### config.mk
export PLATFORM = sky130hd
export DESIGN_NAME = dispatch_ctrl
export DESIGN_NICKNAME = d
export VERILOG_FILES = /design/src/rtl/dispatch_ctrl.sv
export SDC_FILE = /design/constraint.sdc
export NUM_CORES = 1
export LEC_CHECK = 0
export ABC_CLOCK_PERIOD_IN_PS = 4000
export BUFFER_PORTS_ARGS = -buffer_cell sky130_fd_sc_hd__buf_4
export CAP_MARGIN = 30
export CELL_PAD_IN_SITES_DETAIL_PLACEMENT = 2
export CELL_PAD_IN_SITES_GLOBAL_PLACEMENT = 2
export CORE_MARGIN = 2
export CORE_UTILIZATION = 30
export DETAILED_ROUTE_END_ITERATION = 10
export MAX_ROUTING_LAYER = met4
export PLACE_DENSITY_LB_ADDON = 0.12
export SYNTH_ARGS = -nofsm -noshare
export SYNTH_HDL_FRONTEND = slang
export SYNTH_SLANG_ARGS = --single-unit
### constraint.sdc
create_clock -name clk -period 4 [get_ports clk]
set_input_delay 0.2 -clock clk [delete_from_list [all_inputs] [get_ports clk]]
set_output_delay 0.2 -clock clk [all_outputs]
set_load 0.01 [all_outputs]
### src/rtl/dispatch_ctrl.sv
// dispatch_ctrl: in-order dispatch gate for a single decoded instruction per cycle.
// Tracks ALU RS, branch RS and ROB occupancy, stalls the front end when a needed
// resource is full (judged on registered counts only), allocates RS entries and a
// ROB tail tag on dispatch, and recovers from a flush through a one-cycle RECOVER state.
//
// Ports:
//   clk, reset                   clock and asynchronous active-high reset
//   instrValid                   decoded instruction presented this cycle
//   stationRequest, RSstation    RS need and target (00 ALU, 01 branch, 1x none)
//   robWrite                     instruction needs a ROB entry
//   aluFree, brFree, robCommit   release of one ALU RS, one branch RS, or the ROB head
//   flush                        mispredict recovery, clears all occupancy
//   dispatch, aluAlloc, brAlloc  acceptance and RS allocation strobes
//   stall                        instruction not accepted, front end holds it
//   robTag                       ROB tail index handed to the dispatching instruction
//   aluCount, brCount, robCount  current occupancy
module dispatch_ctrl #(
    parameter int unsigned ALU_ENTRIES = 4,
    parameter int unsigned BR_ENTRIES  = 4,
    parameter int unsigned ROB_ENTRIES = 8,
    localparam int unsigned AluW = $clog2(ALU_ENTRIES + 1),
    localparam int unsigned BrW  = $clog2(BR_ENTRIES + 1),
    localparam int unsigned RobW = $clog2(ROB_ENTRIES + 1),
    localparam int unsigned TagW = $clog2(ROB_ENTRIES)
) (
    input  logic            clk,
    input  logic            reset,
    input  logic            instrValid,
    input  logic            stationRequest,
    input  logic [1:0]      RSstation,
    input  logic            robWrite,
    input  logic            aluFree,
    input  logic            brFree,
    input  logic            robCommit,
    input  logic            flush,
    output logic            dispatch,
    output logic            aluAlloc,
    output logic            brAlloc,
    output logic            stall,
    output logic [TagW-1:0] robTag,
    output logic [AluW-1:0] aluCount,
    output logic [BrW-1:0]  brCount,
    output logic [RobW-1:0] robCount
);

    localparam logic [AluW-1:0] AluFull = AluW'(ALU_ENTRIES);
    localparam logic [BrW-1:0]  BrFull  = BrW'(BR_ENTRIES);
    localparam logic [RobW-1:0] RobFull = RobW'(ROB_ENTRIES);

    typedef enum logic {StRun, StRecover} state_e;

    state_e            state_q, state_d;
    logic [AluW-1:0]   alu_q, alu_d;
    logic [BrW-1:0]    br_q, br_d;
    logic [RobW-1:0]   rob_q, rob_d;
    logic [TagW-1:0]   head_q, head_d;
    logic [TagW-1:0]   tail_q, tail_d;

    logic need_alu, need_br, need_rob, full;
    logic rob_alloc, alu_rel, br_rel, rob_rel;

    // RSstation 1x requests no station at all.
    assign need_alu = stationRequest & (RSstation == 2'b00);
    assign need_br  = stationRequest & (RSstation == 2'b01);
    assign need_rob = robWrite;

    // Registered counts only: a same-cycle release never unblocks this cycle.
    assign full = (need_alu & (alu_q == AluFull)) |
                  (need_br  & (br_q  == BrFull))  |
                  (need_rob & (rob_q == RobFull));

    // State register
    always_ff @(posedge clk or posedge reset) begin
        if (reset) begin
            state_q <= StRun;
        end else begin
            state_q <= state_d;
        end
    end

    // Next-state logic
    always_comb begin
        state_d = state_q;
        unique case (state_q)
            StRun:     if (flush) state_d = StRecover;
            StRecover: state_d = flush ? StRecover : StRun;
            default:   state_d = StRun;
        endcase
    end

    // Output logic; strobes held low while reset is asserted.
    always_comb begin
        dispatch = 1'b0;
        stall    = 1'b0;
        unique case (state_q)
            StRun: begin
                stall    = instrValid & full;
                dispatch = instrValid & ~full & ~flush & ~reset;
            end
            StRecover: stall = instrValid;
            default: ;
        endcase
        aluAlloc = dispatch & need_alu;
        brAlloc  = dispatch & need_br;
    end

    // Occupancy and ROB pointers; releases against an empty resource are dropped.
    always_comb begin
        rob_alloc = dispatch & need_rob;
        alu_rel   = aluFree   & (alu_q != '0);
        br_rel    = brFree    & (br_q  != '0);
        rob_rel   = robCommit & (rob_q != '0);

        alu_d  = alu_q + AluW'(aluAlloc)  - AluW'(alu_rel);
        br_d   = br_q  + BrW'(brAlloc)    - BrW'(br_rel);
        rob_d  = rob_q + RobW'(rob_alloc) - RobW'(rob_rel);
        head_d = rob_rel   ? head_q + TagW'(1) : head_q;
        tail_d = rob_alloc ? tail_q + TagW'(1) : tail_q;

        if (flush) begin
            alu_d  = '0;
            br_d   = '0;
            rob_d  = '0;
            head_d = '0;
            tail_d = '0;
        end
    end

    always_ff @(posedge clk or posedge reset) begin
        if (reset) begin
            alu_q  <= '0;
            br_q   <= '0;
            rob_q  <= '0;
            head_q <= '0;
            tail_q <= '0;
        end else begin
            alu_q  <= alu_d;
            br_q   <= br_d;
            rob_q  <= rob_d;
            head_q <= head_d;
            tail_q <= tail_d;
        end
    end

    assign aluCount = alu_q;
    assign brCount  = br_q;
    assign robCount = rob_q;
    assign robTag   = tail_q;

endmodule

; Word level (Yosys, flattened, before mapping)
; Index checks and enable logic that the tools add are counted.
; Widths: inputs -> output; s select.
[op_classes]
add_sub_neg = 7
n_eq_ne = 4
n_mux = 8
bitwise_logic = 21
reduce_logical = 5
[ops]
columns = cell, n
row1 = $and 1x1->1, 15
row2 = $mux 3, 4
row3 = $add 3x1->3, 2
row4 = $eq 3x3->1 const B, 2
row5 = $reduce_bool 3->1, 2
row6 = $sub 3x1->3, 2
row7 = $add 4x1->4, 1
row8 = $eq 4x4->1 const B, 1
row9 = $mux 4, 1
row10 = $not 1->1, 4
row11 = $reduce_bool 4->1, 1
row12 = $sub 4x1->4, 1
row13 = $add 3x1->3 const B, 1
row14 = $eq 2x1->1 const B, 1
row15 = $logic_not 2->1, 1
row16 = $mux 1, 2
row17 = $or 1x1->1, 2
row18 = $pmux 1 s2, 1
row19 = $reduce_bool 2->1, 1
[totals]
reg_bits = 14
out_inout_bits = 17

; Logic depth before layout (Yosys ltp)
; Gate-level depths: netlist of run 1.
[logic_depth]
depth_word = 14
mapped_depth = 12
depth_no_buf = 12

; Least setup slack after synthesis of run 1
; OpenSTA, ideal clock, no wires.
[synth_timing]
path_type = flip-flop to flip-flop
from = reg rob_q[2], in the netlist robCount[2]
to = reg alu_q[2], in the netlist aluCount[2]
t_arrival_ns = 2.239
t_required_ns = 3.868
path_slack_ns = 1.629
stages_incl_launch_ff = 13
synth_period_minus_slack_ns = 2.371
path_cell_list = dfrtp_1 > inv_1 > ha_1 > nor3b_1 > a21oi_1 > nand4_1 > nor2_1 > ha_1 > inv_1 > fa_1 > xor2_1 > xnor2_1 > nor2_1
[synth_via]
elab_chain_len = 12
[synth_lines]
columns = item, line_no
row1 = "start, declared", 55  ; logic [RobW-1:0] rob_q, rob_d;
row2 = "start signal, assigned", 139  ; rob_q <= rob_d;
row3 = $eq 4x4->1, 70  ; (need_rob & (rob_q == RobFull));
row4 = $and 1x1->1, 70
row5 = $or 1x1->1, 69  ; (need_br & (br_q == BrFull)) |
row6 = $not 1->1, 98  ; dispatch = instrValid & ~full & ~flush & ~reset;
row7 = $and 1x1->1 (3 in a row), 98
row8 = $mux 1, 95  ; unique case (state_q)
row9 = $and 1x1->1, 103  ; aluAlloc = dispatch & need_alu;
row10 = via aluAlloc, 37  ; output logic aluAlloc,
row11 = $add 3x1->3, 114  ; alu_d = alu_q + AluW'(aluAlloc) - AluW'(alu_rel);
row12 = $sub 3x1->3, 114
row13 = $mux 3, 120  ; if (flush) begin
row14 = via alu_d[2], 53  ; logic [AluW-1:0] alu_q, alu_d;
row15 = "end signal, assigned", 137  ; alu_q <= alu_d;
row16 = "end, declared", 53
; The timed path passes the listed nets, and every way through them passes these cells.
; A chain may end at the register's enable or synchronous reset.

; Final worst setup path of run 1
[layout_timing]
from = reg rob_q[2], in the netlist robCount[2]
to = reg br_q[2], in the netlist brCount[2]
[layout_via]
elab_chain_len = 12
[layout_lines]
columns = item, line_no
row1 = $eq 4x4->1, 70
row2 = $and 1x1->1, 70
row3 = $or 1x1->1, 69
row4 = $not 1->1, 98
row5 = $and 1x1->1 (3 in a row), 98
row6 = $mux 1, 95
row7 = $and 1x1->1, 104  ; brAlloc = dispatch & need_br;
row8 = $add 3x1->3, 115  ; br_d = br_q + BrW'(brAlloc) - BrW'(br_rel);
row9 = $sub 3x1->3, 115
row10 = $mux 3, 120
row11 = via br_d[2], 54  ; logic [BrW-1:0] br_q, br_d;
row12 = "end signal, assigned", 138  ; br_q <= br_d;
row13 = "end, declared", 54
; The timed path passes the listed nets, and every way through them passes these cells.

==> flow_metrics.py, run 1 <==
metrics = {
    "cells_and_area": {
        "layout_commonest_cell": "buf_4",
        "final_cell_mix": "buf_4, dfrtp_1, inv_1",
        "drive_above_1_share_pct": 31.3,
        "diodes": 0,
        "area_growth_pct": 28.0,
        "final_cells": 148,
        "nNetsFinal": 142,
    },
    "sta": {
        "setup_viol_count_final": 0,
        "fin_crit_sh_pct": 60.5,
        "clock_skew_ns": 0.00520,
        "hold_viol_final": 14,
        "timing.hold.ws_ns": -0.0173,
        "setup-tns-final_ns": 0,
        "layout_min_cycle_time_ns": 2.42,
        "rsz0062_at_grt": "no",
        "tightest_slew_ns": 0.569,
        "final-max-slew-violation-count": 0,
        "max_freq_mhz": 413,
        "max_slew_margin_pct": 62.0,
    },
    "global_route": {
        "grt_first_pass_wirelength_um": 3520,
        "grt_max_degree": 16,
        "track_usage_pct": 14.3,
        "grt_antenna_before_repair": 0,
        "gr-total-overflow": 0,
        "first_global_vias": 765,
    },
    "routing": {
        "first_pass_iters": 2,
        "avgRoutedWirePerCell_um": 14.4,
        "vias_per_cell": 4.70,
        "vias": 695,
        "postRouteAntennaNets": 0,
        "remaining_drc_errors": 0,
        "drt_iter0_drc": 4,
        "wirelength_um": 2120,
    },
    "power": {
        "peakVddDrop_uv": 170,
        "pwr-share-clk_pct": 10.9,
        "p_int_uw": 445,
        "p_switching_uw": 296,
        "p_per_area_nw_per_um2": 617,
        "power_leakage_uw": 0.000632,
        "pwr-share-seq_pct": 32.9,
        "total_power_uw": 741,
        "p_sw_share_pct": 40.0,
        "combPwrFrac_pct": 56.1,
    },
    "setup_path": {
        "crit_chain": "inv_1, ha_1, nor3b_1, a21oi_1, nand4_1, nor2_1, ha_1, inv_1, fa_1, xor2_1, xnor2_1, nor2_1",
        "critPathLaunchType": "flop",
        "worstPathMaxFanout": 3,
        "endpoint_kind": "flop",
        "reg2reg_depth": 12,
        "cp.required_ns": 4.17,
        "slowest_stage": "fa_1",
        "critical-path-top-delay-family": "adder cells",
        "crit_arrival_ns": 2.59,
        "worst-setup-path-type": "reg -> reg",
        "path_depth": 12,
        "cp_num_buf_inv": 2,
        "cpPeakStageDelay_ns": 0.37,
    },
    "placed_design": {
        "dp_hpwl_um": 1700,
        "place_congestion": 0.702,
        "dp.cells": 145,
        "port_buffers": 27,
    },
    "floorplanning": {
        "die_width_um": 59.9,
        "io_pins": 28,
        "dieHeight_um": 59.9,
        "start_util_pct": 31.3,
        "fp.coreArea_um2": 3000,
        "fp.dieArea_um2": 3590,
        "row_count": 20,
    },
    "clocking": {
        "clock_latency_ns": 0.28,
        "htree_levels": 1,
        "cts_inserted_buffers": 3,
        "cts_hold_buf": 0,
        "cts_tree": "yes",
        "cts.sinks": 14,
        "cts_setup_buffers": 0,
        "ctsResizeCount": 0,
        "clk_path_buf_depth": 2,
        "clk_pin_slew_ns": 0.08,
        "cts-root-buf": "clkbuf_4",
    },
    "outcome": {
        "violations": "negative hold slack",
        "status": "finished with violations",
    },
    "synth": {
        "synth-seq-cells": 14,
        "synth_area_um2": 938,
        "synth_warnings": 0,
        "ys_seq_area_share_pct": 37.3,
        "syn-num-nets": 111,
        "synth_cell_types": 27,
        "syn_avg_cell_area_um2": 10.9,
        "syn-instance-count": 86,
    },
    "run": {
        "drv_cap": 0,
    },
    "min_path": {
        "hold_class": "in -> async",
    },
}
final cells by class:
cell class	count	area [µm²]
Inverter	13	48.8
Tap cell	33	41.3
Timing Repair Buffer	27	203
Multi-Input combinational cell	58	536
Sequential cell	14	350
Clock buffer	3	22.5
Fill cell	334	1800
logic make-up (layout without fill, tap and decap cells):
group / count (synthesis) / in the layout / share of synthesized area [%]
AND/OR/NAND/NOR: 27 / 27 / 19.6
adder cells (fa/ha/maj): 14 / 14 / 21.1
flip-flops: 14 / 14 / 37.3
buffers and inverters: 14 / 43 / 5.60
AO/OA/AOI/OAI: 8 / 8 / 7.07
XOR/XNOR: 6 / 6 / 5.60
multiplexers: 3 / 3 / 3.73
synthesized netlist by cell type:
cell / count / share of area [%]
clkbuf_1: 1 / 0.40
o21ai_4: 1 / 1.7
dfrtp_1: 14 / 37
mux2_4: 1 / 1.6
nor2b_1: 6 / 4.0
and3_1: 1 / 0.67
o31a_1: 2 / 1.9
fa_1: 3 / 6.4
a21boi_0: 1 / 0.80
nand4_1: 1 / 0.67
mux2i_1: 2 / 2.1
a21o_1: 1 / 0.80
a21boi_1: 1 / 0.80
nand2b_1: 2 / 1.3
inv_1: 13 / 5.2
xnor2_1: 4 / 3.7
and4bb_1: 1 / 1.3
ha_1: 11 / 15
nor2_1: 10 / 4.0
nor3b_1: 1 / 0.80
nor4b_4: 1 / 2.5
xor2_1: 2 / 1.9
nand3_1: 1 / 0.53
nor3b_2: 1 / 1.3
and4bb_4: 1 / 1.7
nand2_2: 1 / 0.67
a21oi_1: 2 / 1.1
worst reg2reg max path, stage by stage (launching register included):
cell	delay, ns
dfrtp_1	0.35
inv_1	0.08
ha_1	0.19
nor3b_1	0.14
a21oi_1	0.24
nand4_1	0.16
nor2_1	0.18
ha_1	0.18
inv_1	0.05
fa_1	0.37
xor2_1	0.16
xnor2_1	0.15
nor2_1	0.06
sequential cells by signal, indices dropped and copies added (netlist names):
name and count:
state_q 1, robTag 3, robCount 4, aluCount 3, brCount 3
per-layer routing:
| metal | global-route usage (%) | part of all wire [%] | vias to the layer above |
|---|---|---|---|
| met5 | - | 0 | - |
| met4 | 6.67 | 1.8 | 0 |
| met3 | 3.90 | 4.4 | 5 |
| met2 | 23.0 | 51 | 18 |
| met1 | 16.5 | 43 | 332 |
| li1 | - | - | 340 |
power by group through the flow:
stage / Clock (µW) / Combinational (µW) / Sequential (µW)
3_5_place_dp: 0 / 424 / 250
3_3_place_gp: 0 / 407 / 247
6_report: 81.1 / 416 / 244
2_1_floorplan: 0 / 266 / 255
5_1_grt: 93.4 / 480 / 255
4_1_cts: 88.7 / 428 / 247
worst paths after layout:
kind / end / slack, ns / from
worst max-delay path: brCount[2] / 1.58 / robCount[2]
worst min-delay path: robCount[0] / -0.02 / reset
worst max register to register: brCount[2] / 1.58 / robCount[2]
worst min register to register: robTag[2] / 0.49 / robTag[2]
max in group asynchronous: robTag[0] / 3.64 / reset
min in group clk: state_q / 0.15 / flush
stage by stage:
step                      setup slack (ns)  hold WS (ns)  util, %  cell area, µm²
after floorplan                       1.63        0.0892        -             938
after global placement                1.61         0.316     39.3            1180
after detailed placement              1.52         0.335     39.3            1180
after CTS                             1.51       0.00885     40.0            1200
after global routing                  1.24        0.0263     40.0            1200
final                                 1.58       -0.0173     40.0            1200
No activity file was read; power rests on OpenSTA's default activity.
==> inputs of run 2 (changes only) <==
- ABC_AREA: not set -> 1
- ABC_CLOCK_PERIOD_IN_PS: 4000 -> 2000
- CORE_UTILIZATION: 30 -> 26
- clock period: 4 -> 2 ns (I/O delays scaled with it)
==> run 2 against run 1 <==
  * The run ends with negative setup slack left
  * Routed wire length increased by 46%
  * Area after synthesis decreased by 0.53%
  * Global-route usage increased by 2.2 points
  * Flip-flop and latch count unchanged
  * Register-to-register slack got worse by 1.7 ns
  * Clock-buffer cell count increased by 1
  * Critical path depth increased by 2
  * Non-clock buffer count increased by 27
  * Total power increased to 2.6 times the previous value
  * Sequential power increased by 94%
  * Combinational power increased to 3.0 times the previous value
==> flow_metrics.py, run 2 <==
metrics = {
    "outcome": {
        "status": "finished with violations",
        "violations": "negative setup slack",
    },
    "setup_path": {
        "crit_chain": "inv_2, ha_4, nand2_2, nor3_2, nor2_2, buf_4, buf_4, buf_4, buf_4, buf_4, nand2_2, o21ai_1, inv_1, buf_4",
        "crit_arrival_ns": 2.15,
        "cp.required_ns": 1.90,
        "worst-setup-path-type": "reg -> out",
        "reg2reg_depth": 11,
        "endpoint_kind": "output port",
        "critical-path-top-delay-family": "buffers and inverters",
        "timing.rr.start": "robCount[3]",
        "cp_common_cell": "buf_4",
        "slowest_stage": "dfrtp_1",
        "timing.rr.end": "robCount[1]",
        "critPathLaunchType": "flop",
        "cp_num_buf_inv": 8,
        "r2r_slack_ns": -0.17,
        "cpPeakStageDelay_ns": 0.40,
        "worstPathMaxFanout": 2,
    },
    "routing": {
        "remaining_drc_errors": 0,
        "drt_iter0_drc": 15,
        "wl_met3_um": 71,
        "wirelength_um": 3100,
        "routed-wl-met2_um": 1730,
        "routed.top_layer": "met4",
        "postRouteAntennaNets": 0,
        "vias_per_cell": 4.37,
        "first_pass_iters": 2,
        "avgRoutedWirePerCell_um": 14.9,
        "wl_met1_um": 1270,
        "vias": 909,
    },
    "min_path": {
        "hold_class": "in -> reg",
        "hold_end": "robTag[1]",
        "hold_path_depth": 3,
        "holdCritStartpoint": "robWrite",
    },
    "global_route": {
        "track_usage_pct": 16.5,
        "grt_antenna_before_repair": 0,
        "grt_first_pass_wirelength_um": 4970,
        "gr-total-overflow": 0,
        "first_global_vias": 1049,
        "grt_max_degree": 15,
    },
    "cells_and_area": {
        "diodes": 0,
        "drive_above_1_share_pct": 50.0,
        "largest_reg_flops": 4,
        "area_growth_pct": 64.5,
        "final_cell_mix": "buf_4, inv_1, nor2_1",
        "fillers": 373,
        "final_core_util_pct": 45.3,
        "nNetsFinal": 188,
        "fin_area_um2": 1540,
        "layout_commonest_cell": "buf_4",
        "final_cells": 208,
    },
    "synth": {
        "synth_ff_type": "dfrtp_1",
        "synthTopCellsByArea": "dfrtp_1, ha_1, inv_1, nor2_1, fa_1",
        "synth_warnings": 0,
        "synth_top_area_cell": "dfrtp_1",
        "synthTopCellsByCount": "inv_1, nor2_1, dfrtp_1, ha_1, nand2_1",
        "syn_avg_cell_area_um2": 8.89,
        "synth_area_um2": 933,
        "synth_top_family_by_area": "simple AND/OR/NAND/NOR gates",
        "yosys.area_share.simple_pct": 21.7,
        "synth_compound_area_share_pct": 3.75,
        "synth_edf_count": 0,
        "synth-seq-cells": 14,
        "muxShareOfSynthArea_pct": 0,
        "synth_xor_area_share_pct": 6.57,
        "synth-adder-area-share_pct": 21.2,
        "synth_top_area_share_pct": 37.5,
        "async_reset_ff_share_pct": 100,
        "syn-instance-count": 105,
        "synth_cell_types": 22,
        "syn-num-nets": 130,
        "ys_seq_area_share_pct": 37.5,
        "yosysMostFrequentCell": "inv_1",
    },
    "placed_design": {
        "placed_area_um2": 1300,
        "dp_hpwl_um": 2170,
        "port_buffers": 27,
        "place_congestion": 0.779,
        "dp.cells": 190,
    },
    "power": {
        "pwr-share-clk_pct": 11.0,
        "power_leakage_uw": 0.000812,
        "p_int_uw": 1120,
        "pwr-share-seq_pct": 24.8,
        "total_power_uw": 1920,
        "p_switching_uw": 797,
        "p_per_area_nw_per_um2": 1250,
        "p_sw_share_pct": 41.6,
        "peakVddDrop_uv": 382,
        "combPwrFrac_pct": 64.2,
    },
    "sta": {
        "layout_min_cycle_time_ns": 2.25,
        "setup_viol_count_final": 11,
        "rsz0062_at_grt": "yes",
        "max_freq_mhz": 444,
        "clock_skew_ns": 0.00628,
        "max_slew_margin_pct": 59.8,
        "setup_ws_ns": -0.252,
        "final-max-slew-violation-count": 0,
        "fin_crit_sh_pct": 113,
        "tightest_slew_ns": 0.602,
        "hold_viol_final": 0,
    },
    "clocking": {
        "cts-root-buf": "clkbuf_4",
        "clk_path_buf_depth": 2,
        "cts.sinks": 14,
        "htree_levels": 1,
        "cts_inserted_buffers": 3,
        "clk_pin_slew_ns": 0.10,
        "clock_latency_ns": 0.28,
        "cts_tree": "yes",
    },
    "floorplanning": {
        "die_width_um": 63.9,
        "dieHeight_um": 63.9,
        "io_pins": 28,
        "fp.coreArea_um2": 3390,
        "row_count": 21,
        "start_util_pct": 27.5,
        "fp.dieArea_um2": 4090,
    },
    "run": {
        "drv_cap": 0,
    },
}
[run 2: stage by stage]
stage | setup TNS (ns) | hold WS (ns) | setup WS [ns]
floorplan | -0.452 | -0.0108 | -0.167
global placement | -0.273 | 0.222 | -0.111
detailed placement | -0.603 | 0.232 | -0.189
CTS | -0.804 | 0.0992 | -0.147
global route | -2.95 | 0.113 | -0.385
finish | -1.22 | 0.107 | -0.252
[run 2: worst max-delay path by stage]
stage / depth (start not counted) / start / to / slack [ns]
floorplan: 12 / robCount[2] / robCount[1] / -0.17
global placement: 12 / robCount[2] / robCount[2] / -0.11
detailed placement: 12 / robCount[2] / robCount[1] / -0.19
CTS: 14 / robCount[2] / stall / -0.15
global route: 14 / robCount[2] / stall / -0.39
finish: 14 / robCount[2] / stall / -0.25
[run 2: power groups by stage]
stage               registers [µW]  clock network [µW]  logic, µW
floorplan                      519                   0        534
detailed placement             472                   0       1030
finish                         474                 211       1230
global route                   492                 234       1380
global placement               470                   0        964
CTS                            474                 220       1130
[run 2: tightest hold or removal path, delay by kind of cell]
family                 cells  cell delay [ns]
and+or+nand+nor            2             0.14
buffers and inverters      1             0.12
[run 2: what timing repair did]
| item | in CTS | in global routing |
|---|---|---|
| resized for setup | 9 | 13 |
| hold endpoints to repair | 14 | 0 |
| hold buffers | 1 | 0 |
| setup buffers | 11 | 7 |
| pin swaps | 7 | 6 |
| endpoints found under the setup margin | 6 | 12 |
[run 2: cells by family after synthesis]
| logic type | count (synthesis) |
|---|---|
| adder cells (fa/ha/maj) | 14 |
| buffers and inverters | 23 |
| XOR/XNOR | 7 |
| AND/OR/NAND/NOR | 42 |
| AO/OA/AOI/OAI | 5 |
| flip-flops | 14 |
[run 2: metal layers]
metal,global-route usage [%],vias to the layer above
li1,-,439
met5,-,-
met2,30.1,14
met1,18.3,454
met3,2.64,2
met4,4.89,0
[run 2: final cells by class]
class                      count  area [µm²]  area share [%]
clock buffer                   4        36.3            2.36
inverter                      22        82.6            5.38
multi-input combinational     68         578            37.7
sequential                    14         350            22.8
tap                           46        57.6            3.75
timing repair buffer          54         430            28.0
==> inputs of run 3 (changes only) <==
- ABC_CLOCK_PERIOD_IN_PS: 2000 -> 2300
- CORE_UTILIZATION: 26 -> 29
- clock period: 2 -> 2.3 ns (I/O delays scaled with it)
==> run 3 against run 2 <==
  * Via count decreased by 10%
  * Utilization decreased by 1.8 points
  * Design area decreased by 14%
  * The run now ends clean
  * Sequential power decreased by 13%
  * Non-clock buffer count decreased by 19
  * Clock-buffer cell count decreased by 1
  * Critical path depth decreased by 2
==> flow_metrics.py, run 3 (same netlist as run 2, synthesis figures left out) <==
metrics = {
    "floorplanning": {
        "dieHeight_um": 60.7,
        "io_pins": 28,
        "start_util_pct": 30.6,
        "row_count": 20,
        "die_width_um": 60.7,
        "fp.dieArea_um2": 3690,
        "fp.coreArea_um2": 3050,
    },
    "global_route": {
        "grt_first_pass_wirelength_um": 3920,
        "track_usage_pct": 14.8,
        "grt_antenna_before_repair": 0,
        "gr-total-overflow": 0,
        "grt_max_degree": 15,
        "first_global_vias": 864,
    },
    "routing": {
        "vias": 818,
        "drt_iter0_drc": 14,
        "first_pass_iters": 3,
        "postRouteAntennaNets": 0,
        "vias_per_cell": 4.40,
        "avgRoutedWirePerCell_um": 12.6,
        "remaining_drc_errors": 0,
        "wirelength_um": 2350,
    },
    "cells_and_area": {
        "nNetsFinal": 169,
        "drive_above_1_share_pct": 38.0,
        "fillers": 357,
        "area_growth_pct": 42.2,
        "diodes": 0,
        "final_cell_mix": "buf_4, inv_1, nor2_1",
        "layout_commonest_cell": "buf_4",
        "largest_reg_flops": 4,
    },
    "setup_path": {
        "worstPathMaxFanout": 3,
        "crit_arrival_ns": 2.46,
        "critPathLaunchType": "flop",
        "reg2reg_depth": 12,
        "worst-setup-path-type": "reg -> reg",
        "endpoint_kind": "flop",
        "cp.required_ns": 2.53,
        "timing.rr.start": "robCount[2]",
        "startpoint": "robCount[2]",
        "r2r_slack_ns": 0.07,
        "timing.rr.end": "robCount[1]",
    },
    "clocking": {
        "cts_inserted_buffers": 3,
        "cts_tree": "yes",
        "clk_pin_slew_ns": 0.08,
        "cts.sinks": 14,
        "clk_path_buf_depth": 2,
        "clock_latency_ns": 0.29,
        "cts-root-buf": "clkbuf_4",
        "htree_levels": 1,
    },
    "sta": {
        "setup_viol_count_final": 0,
        "clock_skew_ns": 0.00390,
        "setup-tns-final_ns": 0,
        "max_freq_mhz": 449,
        "tightest_slew_ns": 0.565,
        "max_slew_margin_pct": 62.3,
        "final-max-slew-violation-count": 0,
        "hold_viol_final": 0,
        "layout_min_cycle_time_ns": 2.23,
        "fin_crit_sh_pct": 96.9,
    },
    "placed_design": {
        "port_buffers": 27,
        "dp_hpwl_um": 1840,
        "place_congestion": 0.729,
    },
    "min_path": {
        "hold_class": "in -> reg",
        "holdCritStartpoint": "flush",
        "hold_end": "state_q",
        "hold_path_depth": 1,
    },
    "power": {
        "total_power_uw": 1420,
        "power_leakage_uw": 0.000702,
        "p_per_area_nw_per_um2": 1070,
        "peakVddDrop_uv": 472,
    },
    "run": {
        "drv_cap": 0,
    },
    "outcome": {
        "status": "finished clean",
    },
}
==> run 3: cell count changes in the layout (fill, tap and decap cells not counted), sizes merged <==
cell    previous run  this run
buf               53        34
clkbuf             4         3
==> run 3: worst max path at each step <==
stage	endpoint	slack, ns	cells past startpoint
after floorplan	robCount[2]	0.07	12
after global placement	robCount[2]	0.12	12
after detailed placement	robCount[2]	0.01	12
after CTS	robCount[2]	0.02	12
after global routing	robCount[1]	-0.04	12
final	robCount[1]	0.07	12
==> run 3: repair_timing <==
| action | 4_1_cts | 5_1_grt |
|---|---|---|
| pin swaps | 1 | 6 |
| hold buffers | 1 | 0 |
| endpoints found under the setup margin | 1 | 3 |
| buffers inserted | 0 | 3 |
| gates resized for setup | 0 | 13 |
| hold endpoints to repair | 14 | 0 |
==> run 3: metrics by stage <==
stage | cell area (µm²) | worst slack, ns | cells | utilization (%) | hold slack, ns
floorplan | 933 | 0.0738 | 105 | - | 0.00422
global placement | 1220 | 0.125 | 179 | 39.9 | 0.236
detailed placement | 1220 | 0.0102 | 179 | 39.9 | 0.236
CTS | 1250 | 0.0206 | 183 | 40.9 | 0.0661
global route | 1330 | -0.0430 | 186 | 43.5 | 0.0291
finish | 1330 | 0.0707 | 186 | 43.5 | 0.0570
==> run 3: metal layers <==
layer	vias to the layer above	GRT usage (%)	part of all wire (%)
li1	401	-	-
met1	400	18.1	43
met2	14	24.9	52
met3	3	3.84	4.0
met4	0	2.80	1.2
met5	-	-	0
==> run 3: layout make-up <==
| cell class | count | area [µm²] | area share [%] |
|---|---|---|---|
| multi-input cells | 68 | 552 | 41.6 |
| repair buffers | 35 | 265 | 20.0 |
| well taps | 44 | 55.1 | 4.15 |
| clock buffers | 3 | 22.5 | 1.70 |
| inverters | 22 | 82.6 | 6.22 |
| flip-flops and latches | 14 | 350 | 26.4 |
==> run 3: critical path, stage by stage (launching register included) <==
cell and delay [ns]:
dfrtp_1 0.38, inv_2 0.06, ha_2 0.18, nand2_2 0.06
nor3_2 0.04, nor2_2 0.17, nand4_2 0.14, ha_4 0.29
inv_2 0.04, ha_4 0.15, fa_2 0.52, inv_1 0.04
nor2_1 0.09
==> run 3: power by group <==
| part | internal, µW | leakage, µW | switching (µW) |
|---|---|---|---|
| clock network | 61.1 | 0.0000138 | 83.3 |
| registers | 328 | 0.000184 | 83.2 |
| logic | 434 | 0.000504 | 427 |
| total | 823 | 0.000702 | 594 |
